===== src/rtl/sd_pkg.sv =====
// Shared constants, FSM state type and halfword packing helper for the
// SD sector read-data packer.
package sd_pkg;

    localparam int SEC_BYTES = 512;
    localparam int SEC_WORDS = SEC_BYTES / 4;

    typedef enum logic [1:0] {
        IDLE,
        RUN,
        DRAIN
    } pack_state_t;

    // The SD card delivers the first byte of each halfword in [15:8]; the
    // DMA side wants the byte stream laid out little-endian in 32 bits.
    function automatic logic [31:0] pack_halfwords(input logic [15:0] hw0,
                                                   input logic [15:0] hw1);
        return {hw1[7:0], hw1[15:8], hw0[7:0], hw0[15:8]};
    endfunction

endpackage


===== src/rtl/sd_sector_packer_if.sv =====
// Packed-word valid/ready stream from the sector packer to the DMA writer.
interface sd_sector_packer_if;
    logic        m_valid;
    logic        m_ready;
    logic [31:0] m_data;
    logic        m_last;

    modport master (
        output m_valid,
        output m_data,
        output m_last,
        input  m_ready
    );

    modport slave (
        input  m_valid,
        input  m_data,
        input  m_last,
        output m_ready
    );
endinterface


===== src/rtl/sd_word_fifo.sv =====
// First-word-fall-through FIFO: the head entry is visible the cycle after it
// is written. Pushes into a full FIFO are dropped, even with a pop pending.
module sd_word_fifo #(
    parameter int DEPTH = 16,
    parameter int WIDTH = 33
) (
    input  logic                     clk,
    input  logic                     rst,
    input  logic                     push,
    input  logic [WIDTH-1:0]         push_data,
    input  logic                     pop,
    output logic [WIDTH-1:0]         head_data,
    output logic [$clog2(DEPTH):0]   level,
    output logic                     full,
    output logic                     empty
);
    localparam int AW = $clog2(DEPTH);

    logic [WIDTH-1:0] mem_q [DEPTH];
    logic [AW-1:0]    wr_ptr_q, wr_ptr_d;
    logic [AW-1:0]    rd_ptr_q, rd_ptr_d;
    logic [AW:0]      level_q, level_d;
    logic             push_ok;
    logic             pop_ok;

    assign full      = (level_q == (AW+1)'(DEPTH));
    assign empty     = (level_q == '0);
    assign level     = level_q;
    assign head_data = mem_q[rd_ptr_q];

    // Pointer and occupancy update; pointers wrap naturally at DEPTH.
    always_comb begin
        push_ok  = push && !full;
        pop_ok   = pop && !empty;
        wr_ptr_d = wr_ptr_q;
        rd_ptr_d = rd_ptr_q;
        if (push_ok) begin
            wr_ptr_d = wr_ptr_q + AW'(1);
        end
        if (pop_ok) begin
            rd_ptr_d = rd_ptr_q + AW'(1);
        end
        level_d = level_q + (AW+1)'(push_ok) - (AW+1)'(pop_ok);
    end

    // Pointer and level registers.
    always_ff @(posedge clk) begin
        if (rst) begin
            wr_ptr_q <= '0;
            rd_ptr_q <= '0;
            level_q  <= '0;
        end else begin
            wr_ptr_q <= wr_ptr_d;
            rd_ptr_q <= rd_ptr_d;
            level_q  <= level_d;
        end
    end

    // Storage array; contents need no reset because empty gates the outputs.
    always_ff @(posedge clk) begin
        if (push_ok) begin
            mem_q[wr_ptr_q] <= push_data;
        end
    end

endmodule


===== src/rtl/sd_sector_packer.sv =====
// Repacks the SD read-controller halfword strobe stream into little-endian
// 32-bit words, buffers them and tracks sector/transfer progress.
module sd_sector_packer #(
    parameter int FIFO_DEPTH = 16,
    parameter int SEC_WORDS  = sd_pkg::SEC_WORDS,
    parameter int CNT_W      = 11
) (
    input  logic                          clk,
    input  logic                          rst,
    input  logic                          xfer_start,
    input  logic [CNT_W-1:0]              xfer_sec_counts,
    input  logic                          rd_val_en,
    input  logic [15:0]                   rd_val_data,
    sd_sector_packer_if.master            m,
    output logic                          sec_done,
    output logic                          xfer_done,
    output logic                          busy,
    output logic                          overflow,
    output logic [$clog2(FIFO_DEPTH):0]   fifo_level
);
    import sd_pkg::*;

    localparam int WC_W = $clog2(SEC_WORDS);
    localparam logic [WC_W-1:0] WC_MAX = WC_W'(SEC_WORDS - 1);

    pack_state_t      state_q, state_d;
    logic             busy_q, busy_d;
    logic             zero_pend_q, zero_pend_d;
    logic             phase_q, phase_d;
    logic [15:0]      hw0_q, hw0_d;
    logic [WC_W-1:0]  word_cnt_q, word_cnt_d;
    logic [CNT_W-1:0] sec_cnt_q, sec_cnt_d;
    logic [CNT_W-1:0] last_sec_q, last_sec_d;
    logic             overflow_q, overflow_d;
    logic             sec_done_q, sec_done_d;
    logic             xfer_done_q, xfer_done_d;

    logic             fifo_push;
    logic [32:0]      fifo_wdata;
    logic             fifo_pop;
    logic [32:0]      fifo_head;
    logic             fifo_full;
    logic             fifo_empty;

    sd_word_fifo #(
        .DEPTH (FIFO_DEPTH),
        .WIDTH (33)
    ) u_fifo (
        .clk       (clk),
        .rst       (rst),
        .push      (fifo_push),
        .push_data (fifo_wdata),
        .pop       (fifo_pop),
        .head_data (fifo_head),
        .level     (fifo_level),
        .full      (fifo_full),
        .empty     (fifo_empty)
    );

    // Outputs are forced to zero when empty so stale storage never shows.
    assign m.m_valid = !fifo_empty;
    assign m.m_data  = fifo_empty ? 32'h0 : fifo_head[31:0];
    assign m.m_last  = !fifo_empty && fifo_head[32];
    assign fifo_pop  = m.m_valid && m.m_ready;

    assign sec_done  = sec_done_q;
    assign xfer_done = xfer_done_q;
    assign busy      = busy_q;
    assign overflow  = overflow_q;

    // Next-state, counter and FIFO-push logic for the packer FSM.
    always_comb begin
        state_d     = state_q;
        busy_d      = busy_q;
        zero_pend_d = 1'b0;
        phase_d     = phase_q;
        hw0_d       = hw0_q;
        word_cnt_d  = word_cnt_q;
        sec_cnt_d   = sec_cnt_q;
        last_sec_d  = last_sec_q;
        overflow_d  = overflow_q;
        sec_done_d  = 1'b0;
        xfer_done_d = 1'b0;
        fifo_push   = 1'b0;
        fifo_wdata  = {1'b0, pack_halfwords(hw0_q, rd_val_data)};

        case (state_q)
            IDLE: begin
                if (zero_pend_q) begin
                    // Zero-sector transfer: one busy cycle, then done.
                    busy_d      = 1'b0;
                    xfer_done_d = 1'b1;
                end else if (xfer_start && !busy_q) begin
                    overflow_d = 1'b0;
                    busy_d     = 1'b1;
                    if (xfer_sec_counts != '0) begin
                        state_d    = RUN;
                        last_sec_d = xfer_sec_counts - CNT_W'(1);
                        word_cnt_d = '0;
                        sec_cnt_d  = '0;
                        phase_d    = 1'b0;
                    end else begin
                        zero_pend_d = 1'b1;
                    end
                end
            end

            RUN: begin
                if (rd_val_en) begin
                    phase_d = ~phase_q;
                    if (!phase_q) begin
                        hw0_d = rd_val_data;
                    end else begin
                        // Counters advance even if the word is dropped, so a
                        // transfer with overflow still reaches DRAIN.
                        fifo_push = 1'b1;
                        if (fifo_full) begin
                            overflow_d = 1'b1;
                        end
                        if (word_cnt_q == WC_MAX) begin
                            word_cnt_d = '0;
                            sec_done_d = 1'b1;
                            sec_cnt_d  = sec_cnt_q + CNT_W'(1);
                            if (sec_cnt_q == last_sec_q) begin
                                fifo_wdata[32] = 1'b1;
                                state_d        = DRAIN;
                            end
                        end else begin
                            word_cnt_d = word_cnt_q + WC_W'(1);
                        end
                    end
                end
            end

            DRAIN: begin
                if (fifo_pop && fifo_head[32]) begin
                    state_d     = IDLE;
                    busy_d      = 1'b0;
                    xfer_done_d = 1'b1;
                end
            end

            default: begin
                state_d = IDLE;
            end
        endcase
    end

    // State and counter registers.
    always_ff @(posedge clk) begin
        if (rst) begin
            state_q     <= IDLE;
            busy_q      <= 1'b0;
            zero_pend_q <= 1'b0;
            phase_q     <= 1'b0;
            hw0_q       <= '0;
            word_cnt_q  <= '0;
            sec_cnt_q   <= '0;
            last_sec_q  <= '0;
            overflow_q  <= 1'b0;
            sec_done_q  <= 1'b0;
            xfer_done_q <= 1'b0;
        end else begin
            state_q     <= state_d;
            busy_q      <= busy_d;
            zero_pend_q <= zero_pend_d;
            phase_q     <= phase_d;
            hw0_q       <= hw0_d;
            word_cnt_q  <= word_cnt_d;
            sec_cnt_q   <= sec_cnt_d;
            last_sec_q  <= last_sec_d;
            overflow_q  <= overflow_d;
            sec_done_q  <= sec_done_d;
            xfer_done_q <= xfer_done_d;
        end
    end

endmodule


===== src/flat_wrapper.sv =====
// flat-port wrapper written by rule: the top's interface ports become plain ports
module sd_sector_packer_flat import sd_pkg::*;
#(
    parameter int FIFO_DEPTH = 16,
    parameter int SEC_WORDS  = sd_pkg::SEC_WORDS,
    parameter int CNT_W      = 11
)
  (clk, rst, xfer_start, xfer_sec_counts, rd_val_en, rd_val_data, sec_done, xfer_done, busy, overflow, fifo_level, m_m_valid, m_m_data, m_m_last, m_m_ready);
  sd_sector_packer_if m_i ();
  input  logic clk;
  input  logic rst;
  input  logic xfer_start;
  input  logic [CNT_W-1:0] xfer_sec_counts;
  input  logic rd_val_en;
  input  logic [15:0] rd_val_data;
  output logic sec_done;
  output logic xfer_done;
  output logic busy;
  output logic overflow;
  output logic [$clog2(FIFO_DEPTH):0] fifo_level;
  output wire logic [$bits(m_i.m_valid)-1:0] m_m_valid;
  output wire logic [$bits(m_i.m_data)-1:0] m_m_data;
  output wire logic [$bits(m_i.m_last)-1:0] m_m_last;
  input wire logic [$bits(m_i.m_ready)-1:0] m_m_ready;
  assign m_m_valid = m_i.m_valid;
  assign m_m_data = m_i.m_data;
  assign m_m_last = m_i.m_last;
  assign m_i.m_ready = m_m_ready;
  sd_sector_packer #(.FIFO_DEPTH(FIFO_DEPTH), .SEC_WORDS(SEC_WORDS), .CNT_W(CNT_W)) u_core (.clk(clk), .rst(rst), .xfer_start(xfer_start), .xfer_sec_counts(xfer_sec_counts), .rd_val_en(rd_val_en), .rd_val_data(rd_val_data), .m(m_i), .sec_done(sec_done), .xfer_done(xfer_done), .busy(busy), .overflow(overflow), .fifo_level(fifo_level));
endmodule

===== config.mk =====
export PLATFORM = sky130hd
export DESIGN_NAME = sd_sector_packer_flat
export DESIGN_NICKNAME = d
export VERILOG_FILES = /design/src/rtl/sd_pkg.sv /design/src/rtl/sd_sector_packer_if.sv /design/src/rtl/sd_word_fifo.sv /design/src/rtl/sd_sector_packer.sv /design/src/flat_wrapper.sv
export SDC_FILE = /design/constraint.sdc
export NUM_CORES = 1
export LEC_CHECK = 0
export CORE_MARGIN = 2
export CORE_UTILIZATION = 35
export CTS_CLUSTER_DIAMETER = 100
export CTS_CLUSTER_SIZE = 28
export DETAILED_ROUTE_END_ITERATION = 10
export PLACE_DENSITY = 0.5
export SLEW_MARGIN = 20
export SYNTH_ARGS = -nofsm -noshare
export SYNTH_HDL_FRONTEND = slang
export SYNTH_SLANG_ARGS = --single-unit

===== constraint.sdc =====
create_clock -name clk -period 4.6 [get_ports clk]
set_clock_uncertainty 0.1 [all_clocks]
set_input_delay 0.92 -clock clk [delete_from_list [all_inputs] [get_ports clk]]
set_output_delay 0.92 -clock clk [all_outputs]
set_load 0.01 [all_outputs]

## Word-level counts from Yosys, hierarchy flattened

Memories as Yosys holds them, arrays and structs flattened. A register that Yosys moved wholly into a read port is not among the register bits.
Index checks and enable logic that the tools add are counted.

- Flip-flop bits (word level): 66
- Memory bits (writable): 528
- Memories: 1

Memories:

| memory | depth | bits a word | read ports | clocked after Yosys merged registers in | wr ports | line | RTL |
|---|---|---|---|---|---|---|---|
| u_core.u_fifo.mem_q | 16 | 33 | 1 | 1 | 1 | sd_word_fifo.sv:19 | `logic [WIDTH-1:0] mem_q [DEPTH];` |

- Add/sub/neg operators: 7
- Equal/unequal tests: 15
- Multiplexer cells: 56
- Bitwise logic cells: 6
- Reductions and logical operators: 24

Operator list:

| kind | number |
|---|---|
| $mux W11 | 6 |
| $mux W7 | 6 |
| $mux W32 | 1 |
| $mux W1 | 26 |
| $pmux W11 S2 | 1 |
| $mux W2 | 8 |
| $pmux W7 S2 | 1 |
| $ne A2 B1 Y1 const B | 6 |
| $reduce_and A6 Y1 | 2 |
| $add A11 B1 Y11 const B | 1 |
| $eq A11 B11 Y1 | 1 |
| $reduce_bool A11 Y1 | 1 |
| $sub A11 B1 Y11 const B | 1 |
| $add A4 B1 Y4 const B | 2 |
| $mux W4 | 2 |
| $pmux W1 S2 | 4 |
| $reduce_and A8 Y1 | 1 |
| $reduce_or A4 Y1 | 2 |
| $add A7 B1 Y7 const B | 1 |
| $eq A7 B7 Y1 const B | 1 |
| $reduce_and A7 Y1 | 1 |
| $logic_and A1 B1 Y1 | 6 |
| $ne A2 B2 Y1 const B | 3 |
| $not A1 Y1 | 6 |
| other kinds (14) | 18 |

## Logic depth before layout (Yosys ltp)

- Depth in word-level cells: 6
- Gate-level depth with buffers: 14
- Mapped depth without buffers: 13

## Cells and area by module

A second synthesis with hierarchy kept.

- Cell total of the unflattened synthesis: 1261
- Area total of the unflattened synthesis: 23503.8 µm²

By module, submodules not included:

| module | times used | cells each | area each (µm²) | seq. area each (µm²) |
|---|---|---|---|---|
| sd_word_fifo | 1 | 918 | 20789.9 | 16195.5 |
| sd_sector_packer | 1 | 343 | 2713.9 | 1061.0 |

## Least setup slack after synthesis

Ideal clock, no wire load.

- Kind: in2reg
- Start point: input port rd_val_en
- End point: memory u_core.u_fifo.mem_q[0][0] (enable)
- Setup time: 0.464 ns
- Arrival: 3.778 ns
- Setup slack: 0.258 ns
- Cell stages on the path: 4
- Buffers on the path: 0
- Path through: nand4b_1 -> nor2_1 -> nand2_1 -> nor3_1

- Cells in the longest elaborated chain, start to end: 5

RTL lines:

| item | line | RTL |
|---|---|---|
| start: declaration | flat_wrapper.sv:14 | `input logic rd_val_en;` |
| $mux W1 | sd_sector_packer.sv:109 | `if (rd_val_en) begin` |
| $mux W1 | sd_sector_packer.sv:87 | `case (state_q)` |
| $logic_and A1 B1 Y1 | sd_word_fifo.sv:33 | `push_ok = push && !full;` |
| $mux W1 | sd_word_fifo.sv:61 | `if (push_ok) begin` |
| $mux W1 (not written as such) | sd_word_fifo.sv:62 | `mem_q[wr_ptr_q] <= push_data;` |
| end: declaration | sd_word_fifo.sv:19 |  |

Every way passes these cells.

==> parameters.txt <==
Parameter                              Value

Timing
  Min cycle time layout ... 4.405 ns
  Final clock period utilization by the worst path ... 95.77%
  Maximum clock frequency ... 227.0 MHz
  Actual transition at the worst max-transition pin ... 1.076 ns
  Max-slew violation count ... 0
  Total of endpoints with negative setup slack in the final report ... 0
  Setup repair after global routing missed its margin ... false
  Normalized max-slew margin ... 27.99%
  Sum Neg Setup Slack ... 0 ns
  Worst hold slack ... 0.4074 ns
  Fin. Hold Viols ... 0

Cells and area
  Final std cell area, no fill ... 0.02684 mm2
  Final antenna diode count ... 0
  Total Nets Final ... 1346
  Synth-to-layout area growth ... 13.26%
  # fillers ... 5968
  Top library cells by usage in the layout, fill and taps aside ... 528 x sky130_fd_sc_hd__edfxtp_1, 161 x sky130_fd_sc_hd__mux4_2, 73 x sky130_fd_sc_hd__clkdlybuf4s50_1, 66 x sky130_fd_sc_hd__dfxtp_1, 48 x sky130_fd_sc_hd__nand2_1
  Area of combinational cells with multiple inputs ... 0.006200 mm2
  Filler-free cell count of the finished design ... 2193
  Commonest non-fill, non-tap cell in the layout ... sky130_fd_sc_hd__edfxtp_1
  Share of final-layout standard cells stronger than drive strength 1 ... 21.74%
  Core utilization of the finished layout ... 39.96%
  Storage element area ... 0.01727 mm2

Global routing
  Number of antenna violations at the first check in global routing ... 2
  Global Route Usage Sum ... 16.46%
  Overflow left after global routing ... 0
  Wire length of the first global-routing pass ... 84.87 mm
  Via count of the first global-routing pass ... 12.50k
  Largest net degree at the start of global routing ... 68

Floorplanning
  Floorplan die area ... 0.06980 mm2
  Initial cell density of the core ... 35.28%
  Die outline width ... 264.2 um
  I/O pin count ... 75
  Placeable core region ... 0.06716 mm2
  Die Y-Extent ... 264.2 um
  Floorplan row count ... 95

Logic synthesis
  Portion of the post-synthesis area used by sequential elements ... 72.82%
  Leading register cell type out of synthesis ... sky130_fd_sc_hd__edfxtp_1
  Number of unique standard cell types used by synthesis ... 58
  Post-Syn Area ... 0.02370 mm2
  Synthesized area per cell ... 19.49 um2
  Share of flip-flops with an asynchronous set or reset ... 0%
  Net count of the mapped netlist ... 1263
  Area share of the largest cell type after synthesis ... 66.91%
  Synth area leader ... sky130_fd_sc_hd__edfxtp_1
  Number of warnings printed during yosys synthesis ... 0
  Number of enable-type register cells in the synthesized netlist ... 528
  Syn Inst Count ... 1216
  Number of flip-flops and latches in the synthesized netlist ... 598
  Cells taking the most area after synthesis ... sky130_fd_sc_hd__edfxtp_1 67%, sky130_fd_sc_hd__mux4_2 15%, sky130_fd_sc_hd__dfxtp_1 5.9%, sky130_fd_sc_hd__and2_1 0.92%, sky130_fd_sc_hd__a21oi_1 0.84%

CTS
  CTS Root Cell ... sky130_fd_sc_hd__clkbuf_16
  CTS Sinks ... 598
  Clock network latency to the later pin of the worst-skew pair ... 0.60 ns
  Hold Buf Count CTS ... 0
  Register clock-pin slew on the reported worst setup and hold paths ... 0.10 ns
  CTS-repair resized insts ... 0
  Post CTS Setup Buffer Count ... 0
  Clock tree from TritonCTS ... done
  H-tree depth reported by CTS ... 1
  Number of buffers created by CTS ... 28
  Clock tree buffer depth ... 3

Placement
  DP Cell Count ... 2141
  Routability Congestion ... 0.7824
  Cell area reported after detailed placement ... 0.02588 mm2
  Final HPWL DP ... 31.72 mm
  Number of buffers added on ports ... 74

Hold path
  Class of the tightest hold or removal check ... register to register
  Cells on Worst Hold Path ... 2

Pwr
  Pwr Density ... 446.1 mW/mm2
  Static leakage ... 7.908 nW
  Internal power ... 0.008827 W
  Power share of the combinational group ... 22.8%
  Register share of total power ... 51.3%
  Net Sw Power ... 0.003146 W
  Clock share of power ... 25.9%
  Share of total power consumed by net switching ... 26.27%
  Worst-case vdd ir drop ... 0.3468 mV

Setup path
  Setup slack, reg-to-reg ... 1.03 ns
  Startpoint of the worst-slack reg-to-reg timing path ... u_core.u_fifo.level[2]
  Capture point of the worst reg-to-reg path ... u_core.u_fifo.level[4]
  Critical path class ... register to output pin
  CP Data Arrival Time ... 3.39 ns
  Required arrival time at the worst endpoint ... 3.58 ns
  Max FO, Critical Path ... 35
  Nature of the critical path endpoint ... output pin
  Number of cells on the worst reg-to-reg path ... 13
  Kind of start point of the critical path ... register
  Timing endpoint of the critical path ... m_m_data[14]

Route
  Number of DRC violations after detailed-routing iteration 0 ... 933
  Routed WL per cell ... 25.99 um
  Average via count per standard cell ... 5.350
  Detailed Routing Iterations Pass 1 ... 4
  Number of remaining DRC errors ... 0
  Total via count in the routed design ... 11.73k
  Routed wire length ... 57.00 mm
  Post-detailed-route count of antenna-violating nets ... 0

Run
  Max-cap check violation count ... 0

Run status
  Status ... finished, final reports clean
==> kinds of logic after synthesis <==
| kind of cell | after synthesis | share of synthesized area (%) |
|---|---|---|
| compound gates | 103 | 2.957 |
| xor+xnor | 28 | 1.035 |
| fa+ha+maj | 15 | 0.8237 |
| buf+inv | 82 | 1.478 |
| flops | 598 | 72.82 |
| mux | 179 | 16.08 |
| simple gates | 211 | 4.800 |
==> power by group through the flow <==
stage	registers (W)	logic, W	clock network [W]
floorplan	0.00613	0.00180	0
global placement	0.00627	0.00280	0
global route	0.00617	0.00296	0.00338
finish	0.00614	0.00273	0.00310
CTS	0.00615	0.00281	0.00320
detailed placement	0.00627	0.00280	0
==> worst min-delay path by stage <==
| stage | from | endpoint | slack [ns] |
|---|---|---|---|
| finish | u_core.word_cnt_q[1] | u_core.word_cnt_q[1] | 0.41 |
| global route | u_core.word_cnt_q[1] | u_core.word_cnt_q[1] | 0.42 |
| CTS | u_core.u_fifo.rd_ptr_q[1] | register | 0.40 |
| detailed placement | u_core.overflow | u_core.overflow | 0.39 |
| global placement | u_core.u_fifo.rd_ptr_q[1] | register | 0.38 |
| floorplan | u_core.word_cnt_q[4] | u_core.word_cnt_q[4] | 0.36 |
==> cell type report <==
class,instances,area share [%]
Inverter,14,0.1958
Multi-Input combinational cell,536,23.10
Tap cell,873,4.070
Timing Repair Buffer,121,4.755
Sequential cell,598,64.35
Clock buffer,41,2.909
Clock inverter,10,0.6247
==> stage by stage <==
stage	power (W)	setup WS [ns]
6_report	0.01197	0.1947
5_1_grt	0.01250	0.006894
4_1_cts	0.01215	0.08185
3_5_place_dp	0.009073	0.7142
3_3_place_gp	0.009071	0.7233
2_1_floorplan	0.007933	0.2576
==> routing by layer <==
layer / global-route usage (%) / up-vias / part of all wire (%)
met5: 0 / - / 0.046
li1: - / 5114 / -
met4: 3.424 / 4 / 1.5
met3: 2.619 / 58 / 5.0
met2: 28.34 / 268 / 50
met1: 22.12 / 6288 / 43
==> Yosys cell counts, types with 2 or more instances <==
library cell and number:
sky130_fd_sc_hd__inv_1 14, sky130_fd_sc_hd__a21oi_1 40, sky130_fd_sc_hd__o21ai_0 6, sky130_fd_sc_hd__xnor2_1 11
sky130_fd_sc_hd__and4b_1 2, sky130_fd_sc_hd__a31oi_1 2, sky130_fd_sc_hd__o31ai_1 4, sky130_fd_sc_hd__a311oi_1 2
sky130_fd_sc_hd__or2_2 5, sky130_fd_sc_hd__nand2_1 48, sky130_fd_sc_hd__nor2_1 39, sky130_fd_sc_hd__nor4b_1 2
sky130_fd_sc_hd__or4_1 3, sky130_fd_sc_hd__and4_1 3, sky130_fd_sc_hd__ha_1 14, sky130_fd_sc_hd__mux2_2 4
sky130_fd_sc_hd__nand3b_1 3, sky130_fd_sc_hd__nand4b_1 2, sky130_fd_sc_hd__and2_1 35, sky130_fd_sc_hd__nor3_1 13
sky130_fd_sc_hd__xor2_1 17, sky130_fd_sc_hd__mux4_2 161, sky130_fd_sc_hd__a41oi_1 2, sky130_fd_sc_hd__buf_2 22
sky130_fd_sc_hd__o211a_1 3, sky130_fd_sc_hd__edfxtp_1 528, sky130_fd_sc_hd__or4b_2 2, sky130_fd_sc_hd__buf_1 13
sky130_fd_sc_hd__mux2i_1 14, sky130_fd_sc_hd__clkbuf_1 31, sky130_fd_sc_hd__nand3_1 16, sky130_fd_sc_hd__a211o_1 10
sky130_fd_sc_hd__buf_6 2, sky130_fd_sc_hd__and3_1 4, sky130_fd_sc_hd__o32ai_1 2, sky130_fd_sc_hd__a211oi_1 12
sky130_fd_sc_hd__nor4_1 12, sky130_fd_sc_hd__nand4_1 5, sky130_fd_sc_hd__o211ai_1 12, sky130_fd_sc_hd__nor2b_1 3
sky130_fd_sc_hd__or3_1 4, sky130_fd_sc_hd__dfxtp_1 70, sky130_fd_sc_hd__nand2b_1 4
==> registers in the layout (all words and copies together), names as in the netlist, named ones only <==
| register | cells |
|---|---|
| u_core.u_fifo.mem_q | 528 |
| u_core.hw0_q | 16 |
| u_core.last_sec_q | 11 |
| u_core.sec_cnt_q | 11 |
| u_core.word_cnt_q | 7 |
| u_core.u_fifo.level | 5 |
| u_core.u_fifo.rd_ptr_q | 4 |
| u_core.u_fifo.wr_ptr_q | 4 |
| u_core.state_q | 2 |
| u_core.busy | 1 |
| u_core.overflow | 1 |
| u_core.phase_q | 1 |
| u_core.sec_done | 1 |
| u_core.xfer_done | 1 |
| u_core.zero_pend_q | 1 |
==> worst max-delay path, cell delays in order (launching register included) <==
cell                              delay, ns
sky130_fd_sc_hd__dfxtp_4               0.69
sky130_fd_sc_hd__buf_12                0.36
sky130_fd_sc_hd__mux4_2                0.54
sky130_fd_sc_hd__mux4_2                0.53
sky130_fd_sc_hd__and2_1                0.18
sky130_fd_sc_hd__clkdlybuf4s50_1       0.48
Power figures use the tool's default switching activity.
